$ cat config.mk
export PLATFORM = sky130hd
export DESIGN_NAME = alu_issue_ctrl_flat
export DESIGN_NICKNAME = d
export VERILOG_FILES = /design/src/rtl/alu_issue_ctrl_if.sv /design/src/rtl/alu_issue_ctrl.sv /design/src/flat_wrapper.sv
export SDC_FILE = /design/constraint.sdc
export NUM_CORES = 1
export LEC_CHECK = 0
export BUFFER_PORTS_ARGS = -buffer_cell sky130_fd_sc_hd__buf_2
export CELL_PAD_IN_SITES_DETAIL_PLACEMENT = 1
export CELL_PAD_IN_SITES_GLOBAL_PLACEMENT = 2
export CORE_MARGIN = 2
export CORE_UTILIZATION = 36
export DETAILED_ROUTE_END_ITERATION = 8
export HOLD_SLACK_MARGIN = 0.05
export PLACE_DENSITY = 0.94
export SLEW_MARGIN = 20
export SYNTH_ARGS = -nofsm -noshare
export SYNTH_HDL_FRONTEND = slang
export SYNTH_SLANG_ARGS = --single-unit
$ cat constraint.sdc
create_clock -name clk -period 4.5 [get_ports clk]
set_input_delay 0.9 -clock clk [delete_from_list [all_inputs] [get_ports clk]]
set_output_delay 0.9 -clock clk [all_outputs]
set_load 0.05 [all_outputs]
$ cat src/rtl/alu_issue_ctrl_if.sv
// Instruction handshake plus ALU / register-file control bundle between the
// fetch buffer (master) and the issue controller (slave).
interface alu_issue_ctrl_if #(
  parameter int CNT_W = 16
);
  logic             instr_valid;
  logic             instr_ready;
  logic [31:0]      instr;
  logic [5:0]       alu_funct;
  logic [4:0]       alu_shamt;
  logic             alu_a_sel;
  logic [1:0]       alu_b_sel;
  logic [31:0]      imm_sext;
  logic [4:0]       rf_waddr;
  logic             rf_we;
  logic             done;
  logic             illegal;
  logic [CNT_W-1:0] retire_cnt;

  modport master (
    output instr_valid, instr,
    input  instr_ready, alu_funct, alu_shamt, alu_a_sel, alu_b_sel, imm_sext,
           rf_waddr, rf_we, done, illegal, retire_cnt
  );

  modport slave (
    input  instr_valid, instr,
    output instr_ready, alu_funct, alu_shamt, alu_a_sel, alu_b_sel, imm_sext,
           rf_waddr, rf_we, done, illegal, retire_cnt
  );
endinterface

$ cat src/rtl/alu_issue_ctrl.sv
// Multicycle MIPS issue controller: accepts one instruction, decodes it to ALU
// op/select codes, holds them for EXEC_CYCLES plus a write-back cycle, then retires.
module alu_issue_ctrl #(
  parameter int EXEC_CYCLES = 1,
  parameter int CNT_W       = 16
) (
  input  logic            clk,
  input  logic            rst,
  alu_issue_ctrl_if.slave bus
);
  localparam logic [5:0] FN_IDLE = 6'b000000;
  localparam logic [5:0] FN_ADDU = 6'b001001;
  localparam logic [5:0] FN_SUBU = 6'b001010;
  localparam logic [5:0] FN_SLL  = 6'b100001;
  localparam logic [5:0] FN_SLLV = 6'b110101;
  localparam logic [5:0] FN_SLTI = 6'b101010;
  localparam logic [3:0] EXEC_LAST = 4'(EXEC_CYCLES - 1);

  typedef enum logic [1:0] {S_IDLE, S_DECODE, S_EXEC, S_WB} state_t;

  state_t           r_state;
  state_t           w_state_next;
  logic [3:0]       r_exec_cnt;
  logic [3:0]       w_exec_cnt_next;
  logic [31:0]      r_instr;
  logic             w_accept;
  logic             w_unused;

  logic             w_legal;
  logic [5:0]       w_funct;
  logic [4:0]       w_shamt;
  logic             w_a_sel;
  logic [1:0]       w_b_sel;
  logic [4:0]       w_waddr;
  logic [31:0]      w_imm;

  logic             r_instr_ready;
  logic [5:0]       r_alu_funct;
  logic [4:0]       r_alu_shamt;
  logic             r_alu_a_sel;
  logic [1:0]       r_alu_b_sel;
  logic [31:0]      r_imm_sext;
  logic [4:0]       r_rf_waddr;
  logic             r_rf_we;
  logic             r_done;
  logic             r_illegal;
  logic [CNT_W-1:0] r_retire_cnt;
  logic             w_active_next;

  // rs itself is routed by the datapath; only its selects are produced here
  assign w_unused = ^r_instr[25:21];
  assign w_accept = r_instr_ready & bus.instr_valid;
  assign w_imm    = {{16{r_instr[15]}}, r_instr[15:0]};

  always_comb begin
    w_legal = 1'b0;
    w_funct = FN_IDLE;
    w_shamt = 5'd0;
    w_a_sel = 1'b0;
    w_b_sel = 2'd0;
    w_waddr = 5'd0;
    case (r_instr[31:26])
      6'b000000: begin
        case (r_instr[5:0])
          6'b100001: begin
            w_legal = 1'b1;
            w_funct = FN_ADDU;
            w_waddr = r_instr[15:11];
          end
          6'b100011: begin
            w_legal = 1'b1;
            w_funct = FN_SUBU;
            w_waddr = r_instr[15:11];
          end
          6'b000000: begin
            w_legal = 1'b1;
            w_funct = FN_SLL;
            w_a_sel = 1'b1;
            w_shamt = r_instr[10:6];
            w_waddr = r_instr[15:11];
          end
          6'b000100: begin
            w_legal = 1'b1;
            w_funct = FN_SLLV;
            w_a_sel = 1'b1;
            w_b_sel = 2'd1;
            w_waddr = r_instr[15:11];
          end
          default: ;
        endcase
      end
      6'b001001: begin
        w_legal = 1'b1;
        w_funct = FN_ADDU;
        w_b_sel = 2'd2;
        w_waddr = r_instr[20:16];
      end
      6'b001010: begin
        w_legal = 1'b1;
        w_funct = FN_SLTI;
        w_b_sel = 2'd2;
        w_waddr = r_instr[20:16];
      end
      default: ;
    endcase
  end

  always_comb begin
    w_state_next    = r_state;
    w_exec_cnt_next = r_exec_cnt;
    case (r_state)
      S_IDLE: begin
        if (w_accept) w_state_next = S_DECODE;
      end
      S_DECODE: begin
        if (w_legal) begin
          w_state_next    = S_EXEC;
          w_exec_cnt_next = EXEC_LAST;
        end else begin
          w_state_next = S_IDLE;
        end
      end
      S_EXEC: begin
        if (r_exec_cnt == 4'd0) w_state_next = S_WB;
        else                    w_exec_cnt_next = r_exec_cnt - 4'd1;
      end
      S_WB:    w_state_next = S_IDLE;
      default: w_state_next = S_IDLE;
    endcase
  end

  // Outputs are registered from the next state so they line up with the state they describe
  assign w_active_next = (w_state_next == S_EXEC) || (w_state_next == S_WB);

  always_ff @(posedge clk or posedge rst) begin
    if (rst) begin
      r_state       <= S_IDLE;
      r_exec_cnt    <= 4'd0;
      r_instr       <= 32'd0;
      r_instr_ready <= 1'b1;
      r_alu_funct   <= FN_IDLE;
      r_alu_shamt   <= 5'd0;
      r_alu_a_sel   <= 1'b0;
      r_alu_b_sel   <= 2'd0;
      r_imm_sext    <= 32'd0;
      r_rf_waddr    <= 5'd0;
      r_rf_we       <= 1'b0;
      r_done        <= 1'b0;
      r_illegal     <= 1'b0;
      r_retire_cnt  <= '0;
    end else begin
      r_state       <= w_state_next;
      r_exec_cnt    <= w_exec_cnt_next;
      if (w_accept) r_instr <= bus.instr;
      r_instr_ready <= (w_state_next == S_IDLE);
      r_alu_funct   <= w_active_next ? w_funct : FN_IDLE;
      r_alu_shamt   <= w_active_next ? w_shamt : 5'd0;
      r_alu_a_sel   <= w_active_next ? w_a_sel : 1'b0;
      r_alu_b_sel   <= w_active_next ? w_b_sel : 2'd0;
      r_imm_sext    <= w_active_next ? w_imm   : 32'd0;
      r_rf_waddr    <= w_active_next ? w_waddr : 5'd0;
      r_rf_we       <= (w_state_next == S_WB) && (w_waddr != 5'd0);
      r_done        <= (w_state_next == S_WB);
      r_illegal     <= (r_state == S_DECODE) && !w_legal;
      if (w_state_next == S_WB) r_retire_cnt <= r_retire_cnt + CNT_W'(1);
    end
  end

  assign bus.instr_ready = r_instr_ready;
  assign bus.alu_funct   = r_alu_funct;
  assign bus.alu_shamt   = r_alu_shamt;
  assign bus.alu_a_sel   = r_alu_a_sel;
  assign bus.alu_b_sel   = r_alu_b_sel;
  assign bus.imm_sext    = r_imm_sext;
  assign bus.rf_waddr    = r_rf_waddr;
  assign bus.rf_we       = r_rf_we;
  assign bus.done        = r_done;
  assign bus.illegal     = r_illegal;
  assign bus.retire_cnt  = r_retire_cnt;
endmodule

$ cat src/flat_wrapper.sv
// flat-port wrapper written by rule: the top's interface ports become plain ports
module alu_issue_ctrl_flat 
#(
  parameter int EXEC_CYCLES = 1,
  parameter int CNT_W       = 16
)
  (clk, rst, bus_instr_valid, bus_instr, bus_instr_ready, bus_alu_funct, bus_alu_shamt, bus_alu_a_sel, bus_alu_b_sel, bus_imm_sext, bus_rf_waddr, bus_rf_we, bus_done, bus_illegal, bus_retire_cnt);
  alu_issue_ctrl_if #(.CNT_W(CNT_W)) bus_i ();
  input  logic clk;
  input  logic rst;
  input wire logic [$bits(bus_i.instr_valid)-1:0] bus_instr_valid;
  input wire logic [$bits(bus_i.instr)-1:0] bus_instr;
  output wire logic [$bits(bus_i.instr_ready)-1:0] bus_instr_ready;
  output wire logic [$bits(bus_i.alu_funct)-1:0] bus_alu_funct;
  output wire logic [$bits(bus_i.alu_shamt)-1:0] bus_alu_shamt;
  output wire logic [$bits(bus_i.alu_a_sel)-1:0] bus_alu_a_sel;
  output wire logic [$bits(bus_i.alu_b_sel)-1:0] bus_alu_b_sel;
  output wire logic [$bits(bus_i.imm_sext)-1:0] bus_imm_sext;
  output wire logic [$bits(bus_i.rf_waddr)-1:0] bus_rf_waddr;
  output wire logic [$bits(bus_i.rf_we)-1:0] bus_rf_we;
  output wire logic [$bits(bus_i.done)-1:0] bus_done;
  output wire logic [$bits(bus_i.illegal)-1:0] bus_illegal;
  output wire logic [$bits(bus_i.retire_cnt)-1:0] bus_retire_cnt;
  assign bus_i.instr_valid = bus_instr_valid;
  assign bus_i.instr = bus_instr;
  assign bus_instr_ready = bus_i.instr_ready;
  assign bus_alu_funct = bus_i.alu_funct;
  assign bus_alu_shamt = bus_i.alu_shamt;
  assign bus_alu_a_sel = bus_i.alu_a_sel;
  assign bus_alu_b_sel = bus_i.alu_b_sel;
  assign bus_imm_sext = bus_i.imm_sext;
  assign bus_rf_waddr = bus_i.rf_waddr;
  assign bus_rf_we = bus_i.rf_we;
  assign bus_done = bus_i.done;
  assign bus_illegal = bus_i.illegal;
  assign bus_retire_cnt = bus_i.retire_cnt;
  alu_issue_ctrl #(.EXEC_CYCLES(EXEC_CYCLES), .CNT_W(CNT_W)) u_core (.clk(clk), .rst(rst), .bus(bus_i));
endmodule
==> impl_metrics.ini, run 1 <==
[routing]
drc_errors = 0
drt-wirelength-per-cell_um = 16.2
drt_iter0_drc = 98
routed_wl_um = 8400
vias = 2531
ant_nets = 0
first_pass_iters = 4
vias_per_cell = 4.90

[sta]
slew_violations = 0
fin_skew_ns = 0.00561
tightest_slew_ns = 0.907
setup_tns_ns = 0
period_share_pct = 56.5
hold_viol_final = 0
hold-worst-slack_ns = 0.475
worst_slack_ns = 1.96
max_slew_margin_pct = 39.5
setup_violations = 0
grt_setup_unrepaired = no
period_minus_slack_ns = 2.54
fmax_mhz = 393

[min_path]
hp-class = flop to flop
holdPathStages = 1
hold_path.startpoint = u_core.bus.retire_cnt[15]
hold_end = u_core.bus.retire_cnt[15]

[cells_and_area]
design_area_um2 = 4450
n_antenna_cell = 0
final_cells = 517
layout.nets = 417
drive_gt1_share_pct = 42.3
post-route-util_pct = 43.3
layout-area-overhead-vs-synth_pct = 17.5

[clocking]
clock-sinks = 86
cts-root-buf = clkbuf_8
cts_made_buffers = 9
ctsResizeCount = 0
ctsLongestPathBuffers = 2
h-tree-depth = 3
clkTransAtPathRegs_ns = 0.08
ctsHoldBuffers = 0
cts_tree = built
clock_latency_ns = 0.36
postCtsSetupBuffers = 0

[setup_path]
r2r_start = u_core.r_state[0]
max_stage_delay_ns = 0.71
start_kind = flop
worst-setup-path-type = flop to flop
cp_common_cell = inv_1
cpMaxStageDelayCell = a211oi_4
crit_required_ns = 4.74
path_max_fanout = 16
worst_ep_arrival_time_ns = 2.79
cp.buffers_inverters = 2
reg2reg_depth = 6
ff2ff_setup_slack_ns = 1.96
critPathCaptureType = flop
crit_chain = inv_1, ha_1, inv_1, a211oi_4, or2_1, mux2_1
cp_top_family = compound AO/OA/AOI/OAI gates
r2r-end = u_core.bus.retire_cnt[1]

[synth]
synth_flop_cell = dfrtp_1
synth.avg_cell_area_um2 = 13.0
synth_cells = 292
yosys_warnings = 0
ys_async_sr_fraction_pct = 100
syn_area_um2 = 3790
ys_seq_area_share_pct = 56.8
synth_edf_count = 0
synth_nets = 333
synth.top_cell.area_share_pct = 56.1
yosys-top-cells-area = dfrtp_1, mux2_2, and2_1, buf_4, xnor2_1
synth_cell_type_count = 54
ys_ff_latch = 86
synth_common_cells = dfrtp_1, mux2_2, and2_1
yosys.cell_count.top_type = dfrtp_1
synth_area_leader_cell = dfrtp_1

[global_route]
grt_max_degree = 53
antenna_found_initial = 0
overflow = 0
grt_pass1_vias = 2646
grt_pass1_wl_um = 13600
grt.total_usage_pct = 15.6

[floorplan]
rows = 37
fp.dieW_um = 107
die_h_um = 107
die_area_um2 = 11400
num_io_pins = 106
start_util_pct = 36.9
core_area_um2 = 10300

[run]
drv_cap = 0

[place]
io_buffers = 100
place_area_um2 = 4270
hpwl_um = 6030
place_inst = 501
place.gp.congestion = 0.780
place_ws_ns = 1.61

[power]
power_density_nw_per_um2 = 665
leakage_nw = 2.23
power_mw = 2.96
peakVddDrop_mv = 0.336

[outcome]
outcome = finished, final reports clean
-- logic make-up (layout without fill, tap and decap cells) --
logic type | count (synthesis) | count (layout) | share of synthesized area (%)
flops | 86 | 86 | 56.8
simple gates | 73 | 73 | 12.2
compound gates | 42 | 42 | 10.1
buf+inv | 39 | 128 | 6.37
mux | 30 | 30 | 8.85
xor+xnor | 16 | 16 | 3.70
fa+ha+maj | 6 | 6 | 1.98
-- how the worst max path moves through the flow --
stage	from	end	slack [ns]	cells after the start
after floorplan	rst	u_core.bus.alu_a_sel	1.38	1
after global placement	bus_instr_valid	u_core.bus.retire_cnt[1]	1.61	6
after detailed placement	bus_instr_valid	u_core.bus.retire_cnt[1]	1.61	6
after CTS	u_core.r_state[0]	u_core.bus.retire_cnt[1]	1.93	6
after global routing	u_core.r_state[0]	u_core.bus.retire_cnt[1]	1.74	6
final	u_core.r_state[0]	u_core.bus.retire_cnt[1]	1.96	6
-- power breakdown --
part / internal (mW) / switching [mW] / leakage, nW / total, mW
Sequential: 0.998 / 0.205 / 1.12 / 1.20
Combinational: 0.378 / 0.872 / 1.02 / 1.25
Clock: 0.248 / 0.260 / 0.0910 / 0.507
-- sequential cells by signal (all words and copies together), names as in the netlist, 2 cells and up --
name	cells
u_core.bus.alu_funct	5
u_core.bus.alu_shamt	5
u_core.bus.imm_sext	16
u_core.bus.retire_cnt	16
u_core.bus.rf_waddr	5
u_core.r_exec_cnt	4
u_core.r_instr	27
u_core.r_state	2
-- cell type report --
type | count | area, um2
Sequential cell | 86 | 2150
Clock buffer | 16 | 180
Timing Repair Buffer | 102 | 515
Inverter | 10 | 38.8
Fill cell | 1151 | 5830
Tap cell | 136 | 170
Multi-Input combinational cell | 167 | 1390
-- layout by cell type, fill, tap and decap left out, drive strengths merged, types with 2 or more instances in the layout --
master	instances
a31oi	2
xnor2	14
o21ai	6
clkbuf	16
dfrtp	85
a21o	2
and2	22
nor2	16
or4	2
a22oi	5
mux2	28
inv	9
xor2	2
a21oi	3
nand4	3
nand3b	3
buf	102
and3	2
o211ai	8
nand2	6
or2	2
nor4	4
o2111ai	5
nand3	4
mux2i	2
ha	6
a211oi	2
nor3	3
nand2b	2
-- routing by layer --
layer	wire (um)	GRT usage (%)
met2	4030	25.3
met5	0	0
met4	188	7.05
met3	330	2.98
met1	3850	20.4
(Power assumes the default switching activity.)
==> run 2: changes to the inputs <==
CORE_UTILIZATION = 31   (was 36)
PLACE_DENSITY = 0.87   (was 0.94)
clock period = 2.1 ns   (was 4.5 ns; I/O delays follow)
==> run 2 against run 1 <==
Cell area rose by 5.9%. Non-clock buffer count increased by 13. Sequential share of layout area shrank 2.7 points. Clock skew is 0.00094 ns lower. Clock power grew to 3.1 times the previous value. Critical path depth did not move. Maximum frequency is 28% higher. Sequential cell count did not move. Register-to-register slack lost 1.8 ns. First-iteration DRC count fell by 34%. Sequential power rose by 120%. Hold slack worse by 0.29 ns.
==> impl_metrics.ini, run 2 (synthesized netlist as in run 1, its figures left out) <==
[floorplan]
start_util_pct = 31.7
die_h_um = 115
rows = 40
num_io_pins = 106
die_area_um2 = 13100
fp.dieW_um = 115
core_area_um2 = 12000

[sta]
tightest_slew_ns = 0.661
fmax_mhz = 502
fin_skew_ns = 0.00467
max_slew_margin_pct = 55.8
period_minus_slack_ns = 1.99
setup_violations = 0
period_share_pct = 94.9
slew_violations = 0
worst_slack_ns = 0.107
hold_viol_final = 0
hold-worst-slack_ns = 0.181
setup_tns_ns = 0
grt_setup_unrepaired = no

[cells_and_area]
layout.nets = 430
regMostFlops = u_core.r_instr
final_common_cell = buf_2
n_antenna_cell = 0
largest_register_ffs = 27
post-route-util_pct = 39.4
layout-area-overhead-vs-synth_pct = 24.4
final_cell_mix = buf_2, dfrtp_1, mux2_2
drive_gt1_share_pct = 45.0

[global_route]
met3_usage_pct = 3.97
overflow = 0
grt_use_met1_pct = 16.8
grt_pass1_vias = 2778
antenna_found_initial = 0
grt_use_met2_pct = 24.0
grt.total_usage_pct = 14.2
grt.busiest_layer = met2
grt_pass1_wl_um = 14200
grt_max_degree = 29

[place]
io_buffers = 100
hpwl_um = 6590
place_ws_ns = 0.0249
place.gp.congestion = 0.799

[routing]
vias_per_cell = 4.80
vias = 2590
drt_iter0_drc = 65
drc_errors = 0
ant_nets = 0
routed_wl_um = 8770
drt-wirelength-per-cell_um = 16.2
first_pass_iters = 4

[power]
power_mw = 6.96
leakage_nw = 2.36
peakVddDrop_mv = 0.503
power_density_nw_per_um2 = 1480

[setup_path]
worst_ep_arrival_time_ns = 2.21
cp.buffers_inverters = 1
cp_top_family = simple AND/OR/NAND/NOR gates
crit_required_ns = 2.31
crit_chain = inv_1, ha_1, or3b_4, a211oi_4, or2_1, mux2_1
cpMaxStageDelayCell = or3b_4
max_stage_delay_ns = 0.39
worst-setup-path-type = flop to flop
critPathCaptureType = flop
start_kind = flop
path_max_fanout = 4

[clocking]
h-tree-depth = 3
cts_tree = built
clock_latency_ns = 0.33
clkTransAtPathRegs_ns = 0.06
ctsLongestPathBuffers = 2
cts_made_buffers = 9
clock-sinks = 86
cts-root-buf = clkbuf_16
postCtsSetupBuffers = 0

[outcome]
outcome = finished, final reports clean

[run]
drv_cap = 0

[min_path]
hp-class = primary input to asynchronous set/reset pin
-- run 2: metal layers --
metal	vias to the layer above	wire [um]	share of wire (%)
li1	1189	-	-
met1	1308	3530	40
met2	77	4450	51
met3	16	566	6.5
met4	0	223	2.5
met5	-	0	0
-- run 2: power breakdown --
part / leakage, nW / internal, mW / switching [mW] / total (mW)
Combinational: 1.09 / 0.885 / 1.89 / 2.77
Sequential: 1.12 / 2.14 / 0.458 / 2.60
Clock: 0.149 / 0.980 / 0.608 / 1.59
-- run 2: path summary, 6_finish.rpt --
path / from / to / slack (ns) / cells after the start
max in group asynchronous: rst / u_core.bus.retire_cnt[0] / 1.33 / 3
worst max-delay path: u_core.r_exec_cnt[0] / u_core.bus.retire_cnt[1] / 0.11 / 6
worst min register to register: u_core.r_instr[6] / u_core.bus.imm_sext[6] / 0.50 / 1
worst min-delay path: rst / u_core.bus.alu_funct[1] / 0.18 / 2
min in group clk: bus_instr[6] / u_core.r_instr[6] / 0.31 / 2
worst max register to register: u_core.r_exec_cnt[0] / u_core.bus.retire_cnt[1] / 0.11 / 6
-- run 2: through the flow --
stage                     cells  instance area, um2
after global placement      524                4400
after detailed placement    524                4400
after global routing        540                4710
final                       540                4710
after CTS                   539                4700
after floorplan             292                3790
-- run 2: timing repair --
| item | 4_1_cts | 5_1_grt |
|---|---|---|
| setup endpoints to repair | 0 | 7 |
| resized for setup | 0 | 4 |
| hold buffers | 0 | 0 |
-- run 2: area by class of cell --
cell class	instances	area (um2)
Clock buffer	12	256
Clock inverter	3	43.8
Fill cell	1308	7250
Inverter	10	41.3
Multi-Input combinational cell	167	1390
Sequential cell	86	2150
Tap cell	147	184
Timing Repair Buffer	115	642
-- run 2: worst reg2reg max path, cell delays in order, from the launching register on --
cell and delay, ns:
dfrtp_1 0.38, inv_1 0.12, ha_1 0.16, or3b_4 0.39
a211oi_4 0.30, or2_1 0.20, mux2_1 0.32
==> run 3: changes to the inputs <==
BUFFER_PORTS_ARGS = -buffer_cell sky130_fd_sc_hd__buf_4   (was -buffer_cell sky130_fd_sc_hd__buf_2)
HOLD_SLACK_MARGIN = default   (was 0.05)
==> run 3 against run 2 <==
Die area unchanged. Critical path depth is the same. Utilization grew 1.9 points. Cell count decreased by 0.19%. Cell area up 4.9%. Critical path type unchanged. Register-to-register slack gained 0.07 ns.
==> impl_metrics.ini, run 3 (synthesized netlist as in run 1, its figures left out) <==
[floorplan]
die_area_um2 = 13100
fp.dieW_um = 115
die_h_um = 115
rows = 40
start_util_pct = 31.7
core_area_um2 = 12000
num_io_pins = 106

[power]
leakage_nw = 2.37
clkPwrFrac_pct = 22.0
peakVddDrop_mv = 0.563
swShare_pct = 41.6
power_density_nw_per_um2 = 1440
seqPwrFrac_pct = 36.6
p_int_mw = 4.15
netSwitchingPower_mw = 2.96
p_comb_share_pct = 41.4

[clocking]
clock_latency_ns = 0.34
ctsResizeCount = 0
cts_made_buffers = 9
h-tree-depth = 3
ctsLongestPathBuffers = 2
cts_tree = built
postCtsSetupBuffers = 0
clock-sinks = 86
clkTransAtPathRegs_ns = 0.06
ctsHoldBuffers = 0
cts-root-buf = clkbuf_16

[sta]
max_slew_margin_pct = 62.6
hold_viol_final = 0
slew_violations = 0
period_minus_slack_ns = 1.92
grt_setup_unrepaired = no
setup_tns_ns = 0
tightest_slew_ns = 0.560
period_share_pct = 91.4
hold-worst-slack_ns = 0.141
fmax_mhz = 521
fin_skew_ns = 0.00517
setup_violations = 0

[routing]
drt_iter0_drc = 81
drc_errors = 0
first_pass_iters = 4
routed_wl_um = 8750
vias_per_cell = 4.76
vias = 2566
ant_nets = 0
drt-wirelength-per-cell_um = 16.2

[cells_and_area]
drive_gt1_share_pct = 44.9
largest_register_ffs = 27
layout-area-overhead-vs-synth_pct = 30.6
n_antenna_cell = 0
layout.nets = 429
final_cell_mix = buf_4, dfrtp_1, mux2_2
final_common_cell = buf_4
regMostFlops = u_core.r_instr

[global_route]
grt_pass1_wl_um = 13600
grt.total_usage_pct = 13.6
overflow = 0
antenna_found_initial = 0
grt_max_degree = 30
grt_pass1_vias = 2723

[setup_path]
worst-setup-path-type = flop to flop
start_kind = flop
crit_required_ns = 2.31
worst_ep_arrival_time_ns = 2.13
critPathCaptureType = flop
path_max_fanout = 4

[outcome]
outcome = finished, final reports clean

[min_path]
hp-class = primary input to asynchronous set/reset pin

[place]
hpwl_um = 6440
io_buffers = 100
place.gp.congestion = 0.813

[run]
drv_cap = 0
==> run 3: changes by cell type in the layout (fill, tap and decap cells not counted), sizes merged <==
cell and delta:
clkinvlp +1, clkbuf -1, buf -1
==> run 3: worst paths after layout <==
check	slack, ns	to	start	depth (start not counted)
max	0.18	u_core.bus.retire_cnt[1]	u_core.r_exec_cnt[0]	6
max in group asynchronous	1.37	u_core.bus.instr_ready	rst	3
min in group clk	0.31	u_core.r_instr[16]	bus_instr[16]	2
max reg2reg	0.18	u_core.bus.retire_cnt[1]	u_core.r_exec_cnt[0]	6
min	0.14	u_core.r_exec_cnt[2]	rst	2
min reg2reg	0.48	u_core.bus.retire_cnt[15]	u_core.bus.retire_cnt[15]	1
==> run 3: layout make-up <==
| cell class | count | area [um2] |
|---|---|---|
| Fill cell | 1269 | 7010 |
| Sequential cell | 86 | 2150 |
| Multi-Input combinational cell | 167 | 1390 |
| Timing Repair Buffer | 114 | 885 |
| Clock buffer | 11 | 243 |
| Tap cell | 147 | 184 |
| Clock inverter | 4 | 47.5 |
| Inverter | 10 | 41.3 |
==> run 3: power groups by stage <==
stage                     registers (mW)  logic, mW  clock network, mW
after floorplan                     3.14       1.69                  0
after global placement              2.60       2.90                  0
after detailed placement            2.63       2.96                  0
after CTS                           2.61       2.96               1.61
after global routing                2.68       3.13               1.67
final                               2.60       2.94               1.57
==> run 3: per-layer routing <==
layer	vias up	global-route usage (%)	wire length [um]
met5	-	0	0
met2	64	23.2	4510
li1	1186	-	-
met3	13	3.18	445
met4	0	6.34	171
met1	1303	16.1	3620
==> run 3: metrics by stage <==
step                setup slack, ns  util, %  std cells  area [um2]  total power [mW]
finish                        0.180     41.4        539        4950              7.10
global route                 0.0412     41.4        539        4950              7.47
CTS                          0.0326     41.3        538        4940              7.18
detailed placement           0.0434     38.8        523        4650              5.59
global placement              0.109     38.8        523        4650              5.50
floorplan                     0.106        -        292        3790              4.82
==> run 3: critical path, cell delays in order (launching register included) <==
cell and delay, ns:
dfrtp_1 0.39, inv_2 0.09, ha_1 0.13, or3b_4 0.39
a211oi_4 0.28, or2_1 0.18, mux2_1 0.33
